===== config.mk =====
export PLATFORM = sky130hd
export DESIGN_NAME = alu_seq_ctrl
export DESIGN_NICKNAME = d
export VERILOG_FILES = /design/src/rtl/alu_seq_pkg.sv /design/src/rtl/alu4_core.sv /design/src/rtl/alu_seq_ctrl.sv
export SDC_FILE = /design/constraint.sdc
export NUM_CORES = 1
export LEC_CHECK = 0
export BUFFER_PORTS_ARGS = -buffer_cell sky130_fd_sc_hd__clkbuf_2
export CORE_AREA = 2 2 71 73
export CTS_CLUSTER_DIAMETER = 200
export DETAILED_ROUTE_END_ITERATION = 6
export DIE_AREA = 0 0 73 75
export GPL_ROUTABILITY_DRIVEN = 0
export PLACE_DENSITY = 0.78
export SLEW_MARGIN = 20
export SYNTH_ARGS = -nofsm -noshare
export SYNTH_HDL_FRONTEND = slang
export SYNTH_SLANG_ARGS = --single-unit

===== constraint.sdc =====
create_clock -name clk -period 3.5 [get_ports clk]
set_input_delay 0.175 -clock clk [delete_from_list [all_inputs] [get_ports clk]]
set_output_delay 0.175 -clock clk [all_outputs]
set_load 0.02 [all_outputs]

===== src/rtl/alu_seq_pkg.sv =====
// Shared opcodes, FSM states and flag layout for the nibble-serial ALU sequencer.
package alu_seq_pkg;

   localparam int unsigned OP_W   = 4;
   localparam int unsigned FLAG_W = 4;

   localparam logic [OP_W-1:0] OP_ADD = 4'd0;
   localparam logic [OP_W-1:0] OP_SUB = 4'd1;
   localparam logic [OP_W-1:0] OP_AND = 4'd2;
   localparam logic [OP_W-1:0] OP_OR  = 4'd3;
   localparam logic [OP_W-1:0] OP_XOR = 4'd4;
   localparam logic [OP_W-1:0] OP_SHL = 4'd5;
   localparam logic [OP_W-1:0] OP_SHR = 4'd6;
   localparam logic [OP_W-1:0] OP_MUL = 4'd7;

   localparam int unsigned FLAG_Z = 3;
   localparam int unsigned FLAG_N = 2;
   localparam int unsigned FLAG_V = 1;
   localparam int unsigned FLAG_C = 0;

   // Second response nibble returned for opcodes 8..15
   localparam logic [FLAG_W-1:0] ILL_RSP = 4'hF;

   typedef enum logic [2:0] {
      ST_IDLE,
      ST_GET_A,
      ST_GET_B,
      ST_EXEC,
      ST_OUT0,
      ST_OUT1
   } state_t;

endpackage


===== src/rtl/alu4_core.sv =====
// Combinational ALU for the single-cycle opcodes (ADD..SHR): result plus {Z,N,V,C}.
module alu4_core
   import alu_seq_pkg::*;
#(
   parameter int unsigned WIDTH = 4
) (
   input  logic [OP_W-1:0]   op,
   input  logic [WIDTH-1:0]  a,
   input  logic [WIDTH-1:0]  b,
   output logic [WIDTH-1:0]  result,
   output logic [FLAG_W-1:0] flags
);

   logic [WIDTH:0] add_ext;
   logic [WIDTH:0] sub_ext;
   logic [WIDTH:0] shl_ext;
   logic [WIDTH:0] shr_ext;
   logic [1:0]     sh;
   logic           v;
   logic           c;

   always_comb begin
      sh      = b[1:0];
      add_ext = {1'b0, a} + {1'b0, b};
      sub_ext = {1'b0, a} - {1'b0, b};
      // Extra bit on the exit side captures the last bit shifted out
      shl_ext = {1'b0, a} << sh;
      shr_ext = {a, 1'b0} >> sh;
      result  = '0;
      v       = 1'b0;
      c       = 1'b0;
      case (op)
         OP_ADD: begin
            result = add_ext[WIDTH-1:0];
            c      = add_ext[WIDTH];
            v      = (a[WIDTH-1] == b[WIDTH-1]) && (result[WIDTH-1] != a[WIDTH-1]);
         end
         OP_SUB: begin
            result = sub_ext[WIDTH-1:0];
            c      = sub_ext[WIDTH];
            v      = (a[WIDTH-1] != b[WIDTH-1]) && (result[WIDTH-1] != a[WIDTH-1]);
         end
         OP_AND: result = a & b;
         OP_OR:  result = a | b;
         OP_XOR: result = a ^ b;
         OP_SHL: begin
            result = shl_ext[WIDTH-1:0];
            c      = shl_ext[WIDTH];
         end
         OP_SHR: begin
            result = shr_ext[WIDTH:1];
            c      = shr_ext[0];
         end
         default: ;
      endcase
      flags         = '0;
      flags[FLAG_Z] = (result == '0);
      flags[FLAG_N] = result[WIDTH-1];
      flags[FLAG_V] = v;
      flags[FLAG_C] = c;
   end

endmodule


===== src/rtl/alu_seq_ctrl.sv =====
// Nibble-serial command sequencer: collects op/A/B, executes (incl. shift-add MUL),
// and returns a two-nibble response under ready/valid handshakes gated by ena.
module alu_seq_ctrl
   import alu_seq_pkg::*;
#(
   parameter int unsigned WIDTH = 4
) (
   input  logic             clk,
   input  logic             reset,
   input  logic             ena,
   input  logic [WIDTH-1:0] in_data,
   input  logic             in_valid,
   output logic             in_ready,
   output logic [WIDTH-1:0] out_data,
   output logic             out_valid,
   input  logic             out_ready,
   output logic             busy
);

   localparam int unsigned CNT_W  = (WIDTH > 1) ? $clog2(WIDTH) : 1;
   localparam int unsigned PROD_W = 2 * WIDTH;

   state_t              state;
   state_t              state_nxt;
   logic [CNT_W-1:0]    cnt;
   logic [OP_W-1:0]     op;
   logic [WIDTH-1:0]    a;
   logic [WIDTH-1:0]    b;
   logic [WIDTH-1:0]    hi;
   logic [PROD_W-1:0]   prod;
   logic [PROD_W-1:0]   prod_nxt;
   logic [WIDTH-1:0]    core_res;
   logic [FLAG_W-1:0]   core_flags;
   logic                in_acc;
   logic                out_acc;
   logic                is_mul;
   logic                is_ill;
   logic                mul_last;
   logic                exec_done;

   alu4_core #(.WIDTH(WIDTH)) u_core (
      .op     (op),
      .a      (a),
      .b      (b),
      .result (core_res),
      .flags  (core_flags)
   );

   // Handshake and status decodes from registered state
   always_comb begin
      in_ready  = ena & ((state == ST_IDLE) | (state == ST_GET_A) | (state == ST_GET_B));
      out_valid = ena & ((state == ST_OUT0) | (state == ST_OUT1));
      busy      = (state == ST_EXEC) | (state == ST_OUT0) | (state == ST_OUT1);
      in_acc    = ena & in_valid & in_ready;
      out_acc   = ena & out_valid & out_ready;
      is_mul    = (op == OP_MUL);
      is_ill    = (op > OP_MUL);
      mul_last  = (cnt == CNT_W'(WIDTH - 1));
      exec_done = ena & (state == ST_EXEC) & (~is_mul | mul_last);
      prod_nxt  = prod + (b[cnt] ? (PROD_W'(a) << cnt) : '0);
   end

   always_ff @(posedge clk or negedge reset) begin
      if (!reset) state <= ST_IDLE;
      else        state <= state_nxt;
   end

   always_comb begin
      state_nxt = state;
      case (state)
         ST_IDLE:  if (in_acc)    state_nxt = ST_GET_A;
         ST_GET_A: if (in_acc)    state_nxt = ST_GET_B;
         ST_GET_B: if (in_acc)    state_nxt = ST_EXEC;
         ST_EXEC:  if (exec_done) state_nxt = ST_OUT0;
         ST_OUT0:  if (out_acc)   state_nxt = ST_OUT1;
         ST_OUT1:  if (out_acc)   state_nxt = ST_IDLE;
         default:                 state_nxt = ST_IDLE;
      endcase
   end

   // Command capture, execution and response registers; all frozen while ena is low
   always_ff @(posedge clk or negedge reset) begin
      if (!reset) begin
         op       <= '0;
         a        <= '0;
         b        <= '0;
         hi       <= '0;
         prod     <= '0;
         cnt      <= '0;
         out_data <= '0;
      end else if (ena) begin
         if (in_acc) begin
            if (state == ST_IDLE) op <= OP_W'(in_data);
            if (state == ST_GET_A) a <= in_data;
            if (state == ST_GET_B) begin
               b    <= in_data;
               prod <= '0;
               cnt  <= '0;
            end
         end
         if (state == ST_EXEC) begin
            if (is_ill) begin
               out_data <= '0;
               hi       <= WIDTH'(ILL_RSP);
            end else if (is_mul) begin
               prod <= prod_nxt;
               if (mul_last) begin
                  cnt      <= '0;
                  out_data <= prod_nxt[WIDTH-1:0];
                  hi       <= prod_nxt[PROD_W-1:WIDTH];
               end else begin
                  cnt <= cnt + CNT_W'(1);
               end
            end else begin
               out_data <= core_res;
               hi       <= WIDTH'(core_flags);
            end
         end
         if (out_acc && (state == ST_OUT0)) out_data <= hi;
      end
   end

endmodule


* Word-level counts from Yosys, hierarchy flattened
Cells that the tools add are included.
Widths: inputs -> output; s select.
** Word-level totals
- Register bits after elaboration :: 33
- Input port bits :: 9
- Output and inout bits :: 7
- Word-level logic and storage cells :: 105
** Cells by class
- $add $sub $neg :: 4
- Order comparisons :: 2
- Equal/unequal tests :: 25
- Shift-type cells :: 3
- Mux-type cells :: 32
- Bitwise gates (word level) :: 18
- Reduce and logical (&&, ||, !) cells :: 13
** Operators by type and width (count)
- $mux 8 :: 6
- $mux 4 :: 8
- $pmux 4 s7 :: 1
- $mux 3 :: 6
- $pmux 3 s6 :: 1
- $eq 4x3->1 const B :: 4
- $reduce_and 3->1 :: 5
- $mux 2 :: 6
- $ne 2x2->1 const B :: 6
- $add 8x8->8 :: 1
- $and 1x1->1 :: 8
- $eq 4x2->1 const B :: 2
- $logic_not 4->1 :: 2
- $shl 4x2->8 :: 1
- $eq 3x2->1 const B :: 2
- $eq 3x3->1 const B :: 2
- $or 1x1->1 :: 6
- $reduce_and 6->1 :: 1
- $add 4x4->5 :: 1
- $shl 4x2->5 :: 1
- $shr 5x2->5 :: 1
- $sub 4x4->5 :: 1
- $and 4x4->4 :: 1
- $eq 4x1->1 const B :: 1
- 19 further kinds :: 23

* Longest topological paths before layout
Gate-level depths: netlist of the first run.
- Word-level depth :: 9
- Mapped depth :: 12

* Hierarchy
From an unflattened synthesis of the first run, not the netlist that was laid out.
** Second synthesis, totals
- Cell total of the unflattened synthesis :: 315
- Area total of the unflattened synthesis :: 2907.8 sq um
** By module, submodules not included
- alu_seq_ctrl :: times used 1, cells each 197, area an instance 2037.0 sq um, seq. area each 825.8 sq um
- alu4_core :: times used 1, cells each 118, area an instance 870.8 sq um, seq. area each 0.0 sq um

* Worst setup path after synthesis of the first run
OpenSTA, ideal clock, no wires.
- Path kind :: reg2reg
- Start point :: register b[0]
- End point :: register hi[2]
- Data arrival time :: 2.723 ns
- Data required time :: 3.374 ns
- Path slack :: 0.651 ns
- Stages on the path, launching flop included :: 11
- Clock period less this slack :: 2.849 ns
- Path through :: dfrtp_1 > clkbuf_1 > mux4_2 > and2_1 > ha_1 > a21o_1 > a21o_1 > and4_1 > nor3_1 > nor2_1 > o32a_1
** Between the ends
- Cells in the longest elaborated chain, start to end :: 7
- Elaborated cells between the ends (all ways) :: 12
** RTL lines
- start, declared :: line alu_seq_ctrl.sv:28 : logic [WIDTH-1:0] b;
- start signal, assigned :: line alu_seq_ctrl.sv:96 : b <= in_data;
- $bmux 1 s2 :: line alu_seq_ctrl.sv:60 : prod_nxt = prod + (b[cnt] ? (PROD_W'(a) << cnt) : '0);
- $mux 1 (not written as such) :: line alu_seq_ctrl.sv:60
- $mux 8 :: line alu_seq_ctrl.sv:60
- $add 8x8->8 :: line alu_seq_ctrl.sv:60
- $mux 4 :: line alu_seq_ctrl.sv:107 : if (mul_last) begin
- $mux 4 * :: line alu_seq_ctrl.sv:105 : end else if (is_mul) begin
- $mux 4 * :: line alu_seq_ctrl.sv:102 : if (is_ill) begin
- end signal, assigned :: line alu_seq_ctrl.sv:104 : hi <= WIDTH'(ILL_RSP);
- end signal, assigned :: line alu_seq_ctrl.sv:110 : hi <= prod_nxt[PROD_W-1:WIDTH];
- end signal, assigned :: line alu_seq_ctrl.sv:116 : hi <= WIDTH'(core_flags);
- end, declared :: line alu_seq_ctrl.sv:29 : logic [WIDTH-1:0] hi;
Mark *: on every way between the ends. The rest lies on a longest branch, timed or not. The select of a mux whose other input is x is not followed.
A chain may end at the register's enable or synchronous reset.

* Final worst setup path of the first run
- Start point :: register b[3]
- End point :: register hi[2]
Same word-level chain as after synthesis.

==> summary.md, run 1 <==
| Metric | Value |
|---|---|
| Run status | `finished, violations left` |
| Failing checks | `negative hold slack` |
| Worst Hold Class | `in -> async` |
| Layout cells sized above 1 | `14.5%` |
| Post-DP HPWL | `4910 um` |
| # resized after CTS | `0` |
| Filler cells | `397` |
| DRT Wirelength | `6740 um` |
| Worst path cell trace | `mux4_2 > and2_1 > ha_1 > a21o_1 > a21o_1 > and4_1 > nor3_1 > nor2_1 > o32a_1` |
| H-tree Lvls | `2` |
| Maximum vdd drop | `0.641 mV` |
| Die width | `73 um` |
| Setup TNS | `0 ns` |
| Most frequent cells in the layout | `nand2_1, dfrtp_1, nor2_1, a21oi_1, ha_1` |
| Postcts setup bufs | `0` |
| Antenna violations before repair | `0` |
| Top cell type's share of synthesized area | `29.5%` |
| Final Critical Period | `2.77 ns` |
| Mux share of post-synthesis cell area | `7.11%` |
| Compound-Gate Fraction of Synth Area | `23.2%` |
| Synth Area in Simple Gates | `20.8%` |
| Crit path DAT | `2.95 ns` |
| Max clock buf depth | `2` |
| Worst Tran Pin Value | `0.929 ns` |
| Vias in the first global route | `2373` |
| Clk_skew | `0.00527 ns` |
| Hold Buf Count CTS | `0` |
| Largest family of logic cells by synthesized area | `compound AO/OA/AOI/OAI gates` |
| Row count | `25` |
| Post-Syn Area | `2800 um2` |
| IO Port Bufs | `15` |
| Worst-path clk slew | `0.07 ns` |
| Final hold vios | `26` |
| Core area | `4660 um2` |
| Leakage | `1.36 nW` |
| CP required | `3.68 ns` |
| Final-report max-slew violation count | `0` |
| Xor/xnor share of the synthesized area | `2.50%` |
| Post-route ant nets | `0` |
| Worst setup EP type | `register` |
| Slowest cell on the critical path | `mux4_2` |
| Syn Area/Cell | `8.74 um2` |
| Max Cap Viol | `0` |
| Area Overhead vs Synth | `6.48%` |
| FMAX | `0.361 GHz` |
| Ys flop type | `dfrtp_1` |
| Die Area | `5480 um2` |
| Total CTS buffers | `5` |
| Post-synthesis adder-cell area fraction | `11.5%` |
| RSZ-0062 raised after global routing | `no` |
| Tcrit/Tclk final | `79.2%` |
| DR vias/cell | `6.39` |
| Diodes inserted | `0` |
| Initial DRC count | `153` |
| First drt pass iteration count | `5` |
| Die extent in y | `75 um` |
| Distinct cell type count after synthesis | `64` |
| Area leader, netlist | `dfrtp_1` |
| Worst hold slack | `-0.0284 ns` |
| Largest cells by area after synthesis | `dfrtp_1, ha_1, nand2_1` |
| Syn Inst Count | `320` |
| Worst rel slew slack | `37.9%` |
| Power Density | `914 nW/um2` |
| Final nets | `362` |
| CP Max Fanout | `5` |
| WS Path Type | `reg -> reg` |
| CP max stage delay | `0.51 ns` |
| EDFF count, synth | `0` |
| First-pass GRT wire length | `11500 um` |
| # DRC | `0` |
| Setup violators final | `0` |
| Most used cell along the critical path | `a21o_1` |
| Skew-Pair Late Insertion Delay | `0.29 ns` |
| Initial Util | `60.0%` |
| Clock Sinks | `33` |
| Synth warn | `0` |
| Sequential fraction of the synthesis area | `29.5%` |
| Overall Power | `2.72 mW` |
| Syn Nets | `353` |
| Vias | `2454` |
| Worst setup SP type | `register` |
| Root Buffer | `clkbuf_8` |
| Routed len/inst | `17.6 um` |
| Post-synthesis register bit count | `33` |
| Overflow after GRT | `0` |
| Share of synthesized registers carrying an async set or reset | `100%` |
| GRT Total Usage | `27.5%` |
| CTS tree | `done` |
| # IOs | `16` |
| Commonest non-fill, non-tap cell in the layout | `nand2_1` |
| Largest net degree at the start of global routing | `34` |
power by group:
part | total (mW) | switching (mW) | leakage [nW] | internal (mW)
clock | 0.323 | 0.145 | 0.0542 | 0.178
combinational | 1.59 | 0.896 | 0.890 | 0.692
sequential | 0.810 | 0.288 | 0.419 | 0.523
total | 2.72 | 1.33 | 1.36 | 1.39
critical path, delay by kind of cell, from the launching register on:
kind,cells,cell delay (ns)
compound gates,3,0.71
simple gates,4,0.68
mux,1,0.51
flops,1,0.43
fa+ha+maj,1,0.32
cell families (layout without fill, tap and decap cells):
family / after synthesis / after routing
muxes: 15 / 15
DFF: 33 / 33
and+or+nand+nor: 115 / 115
AOI/OAI and AO/OA: 93 / 93
buffers and inverters: 32 / 42
xor gates and xnor gates: 8 / 8
adders and majority gates: 24 / 24
cells in the mapped netlist (3+ instances only):
cell and n:
mux2_2 9, nor3_1 7, o221ai_1 3, nand2_1 45
nand3_1 6, fa_1 3, a31oi_1 5, xor2_1 4
dfrtp_1 33, nor2_1 22, nand2b_1 3, clkbuf_1 9
xnor2_1 4, inv_1 15, a21o_1 6, nor3b_1 3
mux4_2 3, buf_6 3, ha_1 21, a22o_1 7
buf_2 5, a21oi_1 21, nor2b_1 6, o22ai_1 3
and2_1 3, mux2i_1 3, o211ai_1 4, o21ai_0 17
stage by stage:
stage	util (%)	worst slack, ns	instances	area, um2
2_1_floorplan	-	0.651	320	2800
3_3_place_gp	61.7	0.805	376	2880
3_5_place_dp	61.7	0.745	376	2880
4_1_cts	63.9	0.743	384	2980
5_1_grt	63.9	0.394	384	2980
6_report	63.9	0.729	384	2980
layer usage:
layer	wire length [um]	global-route usage, %
met2	3160	44.8
met3	442	4.69
met1	2990	37.4
met5	0	0
met4	152	9.26
final timing paths:
check	startpoint	to	slack [ns]	cells after the start
min in group clk	in_data[2]	op[2]$_DFFE_PN0P_	0.15	2
worst max-delay path	b[3]$_DFFE_PN0P_	hi[2]$_DFFE_PN0P_	0.73	9
max in group asynchronous	reset	a[0]$_DFFE_PN0P_	2.98	1
worst max register to register	b[3]$_DFFE_PN0P_	hi[2]$_DFFE_PN0P_	0.73	9
worst min register to register	hi[3]$_DFFE_PN0P_	out_data[3]$_DFFE_PN0P_	0.50	2
worst min-delay path	reset	prod[0]$_DFFE_PN0P_	-0.03	1
flip-flops by register name, indices dropped and copies added, names as in the netlist:
register	count
prod	8
a	4
b	4
hi	4
op	4
out_data	4
state	3
cnt	2
cell type report:
type,count,area (um2),area share (%)
Timing Repair Buffer,19,105,3.53
Inverter,15,56.3,1.89
Tap cell,54,67.6,2.27
Clock buffer,7,96.3,3.23
Clock inverter,1,5.00,0.168
Sequential cell,33,826,27.7
Multi-Input combinational cell,255,1820,61.2
No activity file was read; power rests on OpenSTA's default activity.
==> run 2, diff against run 1 <==
Settings changed: CORE_AREA 2 2 71 73 to 2 2 74 76, DIE_AREA 0 0 73 75 to 0 0 76 78, PLACE_DENSITY 0.78 to 0.76.
Clock period 3.5 ns to 2.4 ns, I/O delays scaled along.
==> run 2 against run 1 <==
Compared with the run above:
- the run ends with design-rule violations, negative setup slack left
- critical path depth is the same
- clock power grew 35%
- register-to-register slack worse by 0.85 ns
- core utilization is 3.4 points higher
- sequential cell count did not move
- die area grew 8.3%
- sequential share of layout area down 3.3 points
- clock skew rose by 0.0034 ns
- cell count up 13%
- hold slack better by 0.11 ns
- via count increased by 9.0%
- sequential power increased by 36%
- largest cell class unchanged
- largest power group unchanged
==> summary.md, run 2 (synthesis results as in run 1) <==
| Metric | Value |
|---|---|
| Worst path top cell family by delay | `compound AO/OA/AOI/OAI gates` |
| Core area | `5040 um2` |
| Skew-Pair Late Insertion Delay | `0.30 ns` |
| Setup violators final | `5` |
| Internal power | `2.35 mW` |
| Leakage | `1.53 nW` |
| DR vias/cell | `6.17` |
| DRT Wirelength | `7500 um` |
| H-tree Lvls | `2` |
| CP max stage delay | `0.50 ns` |
| Most used cell along the critical path | `a21o_1` |
| Overflow after GRT | `0` |
| Worst hold slack | `0.0851 ns` |
| Max clock buf depth | `2` |
| Power Density | `1330 nW/um2` |
| Antenna violations before repair | `0` |
| Row count | `26` |
| Tcrit/Tclk final | `105%` |
| Diodes inserted | `0` |
| Combinational power share | `66.0%` |
| Worst rel slew slack | `40.1%` |
| Final hold vios | `0` |
| Worst-path clk slew | `0.08 ns` |
| Final-report max-slew violation count | `0` |
| Largest net degree at the start of global routing | `34` |
| Setup slack after placement | `-0.240 ns` |
| Worst path bufs/invs | `0` |
| RSZ-0062 raised after global routing | `yes` |
| Die extent in y | `78 um` |
| Sw frac | `47.8%` |
| Sw power | `2.15 mW` |
| Most flops, register | `prod` |
| Die Area | `5930 um2` |
| Failing checks | `design-rule violations, negative setup slack` |
| First drt pass iteration count | `7` |
| Crit path DAT | `2.71 ns` |
| Worst setup SP type | `register` |
| Post-DP HPWL | `5390 um` |
| Sequential power share | `24.4%` |
| Worst Hold Class | `in -> reg` |
| Placed inst area | `3160 um2` |
| CP required | `2.59 ns` |
| GRT Total Usage | `26.6%` |
| Power share of the clock group | `9.7%` |
| CTS tree | `done` |
| Initial DRC count | `177` |
| CP Max Fanout | `6` |
| Area Overhead vs Synth | `21.2%` |
| Inst Count DP | `420` |
| Routed len/inst | `17.3 um` |
| Setup TNS | `-0.439 ns` |
| Slowest cell on the critical path | `mux4_2` |
| Run status | `finished, violations left` |
| First-pass GRT wire length | `12400 um` |
| Initial Util | `55.5%` |
| Die width | `76 um` |
| Cell area after layout | `3390 um2` |
| Vias in the first global route | `2543` |
| Final std cells w/o fill | `434` |
| Clk_skew | `0.00872 ns` |
| Worst Tran Pin Value | `0.899 ns` |
| Clock Sinks | `33` |
| Worst setup EP type | `register` |
| PnR worst setup slack | `-0.117 ns` |
| Final nets | `396` |
| Max Cap Viol | `0` |
| Vias | `2676` |
| Worst path cell trace | `mux4_2 > and2_4 > ha_4 > a21o_1 > a21o_1 > and4_1 > nor3_2 > nor2_1 > o32a_1` |
| Root Buffer | `clkbuf_8` |
| Commonest non-fill, non-tap cell in the layout | `nand2_1` |
| WS Path Type | `reg -> reg` |
| Layout cells sized above 1 | `28.8%` |
| # IOs | `16` |
| Total CTS buffers | `5` |
| # DRC | `1` |
| Register-to-register path setup slack | `-0.12 ns` |
| Final Critical Period | `2.52 ns` |
| Post-route ant nets | `0` |
| Most frequent cells in the layout | `nand2_1, buf_4, dfrtp_1, nor2_1, ha_1` |
| FMAX | `0.397 GHz` |
| IO Port Bufs | `15` |
| Maximum vdd drop | `0.840 mV` |
| Max reg flops | `8` |
-- run 2: final cells by class --
type                    instances  area, um2
clock buffers                   5       68.8
clock inverters                 3       17.5
fillers                       407       1650
inverters                      15       56.3
multi-input cells             255       1960
flip-flops and latches         33        830
well taps                      70       87.6
repair buffers                 53        374
-- run 2: worst paths after layout --
kind                                    from                       to  cells past startpoint
min in group asynchronous              reset         a[1]$_DFFE_PN0P_                      2
hold / removal                    in_data[2]         a[2]$_DFFE_PN0P_                      2
hold reg to reg            hi[1]$_DFFE_PN0P_  out_data[1]$_DFFE_PN0P_                      2
setup / recovery            b[0]$_DFFE_PN0P_        hi[2]$_DFFE_PN0P_                      9
setup reg to reg            b[0]$_DFFE_PN0P_        hi[2]$_DFFE_PN0P_                      9
max in group asynchronous              reset         b[0]$_DFFE_PN0P_                      2
-- run 2: power by group through the flow --
stage	combinational (mW)	clock, mW	sequential (mW)
after CTS	2.84	0.445	1.08
after global routing	3.24	0.465	1.13
after floorplan	1.99	0	1.00
after detailed placement	2.72	0	1.09
final	2.97	0.436	1.10
after global placement	2.66	0	1.08
-- run 2: through the flow --
stage | util (%) | power (mW)
2_1_floorplan | - | 2.99
3_3_place_gp | 62.6 | 3.73
3_5_place_dp | 62.6 | 3.80
4_1_cts | 65.5 | 4.37
5_1_grt | 67.3 | 4.84
6_report | 67.3 | 4.51
-- run 2: what timing repair did --
item,CTS,global route
buffers inserted,2,3
hold endpoints to repair,33,0
hold buffers,1,0
gates resized for setup,8,14
pin swaps,1,12
setup endpoints to repair,4,9
-- run 2: per-layer routing --
| layer | GRT usage [%] | routed length, um | vias up |
|---|---|---|---|
| li1 | - | - | 1257 |
| met1 | 35.2 | 3200 | 1299 |
| met2 | 44.1 | 3590 | 102 |
| met3 | 4.53 | 513 | 18 |
| met4 | 10.0 | 187 | 0 |
| met5 | 0 | 0 | - |
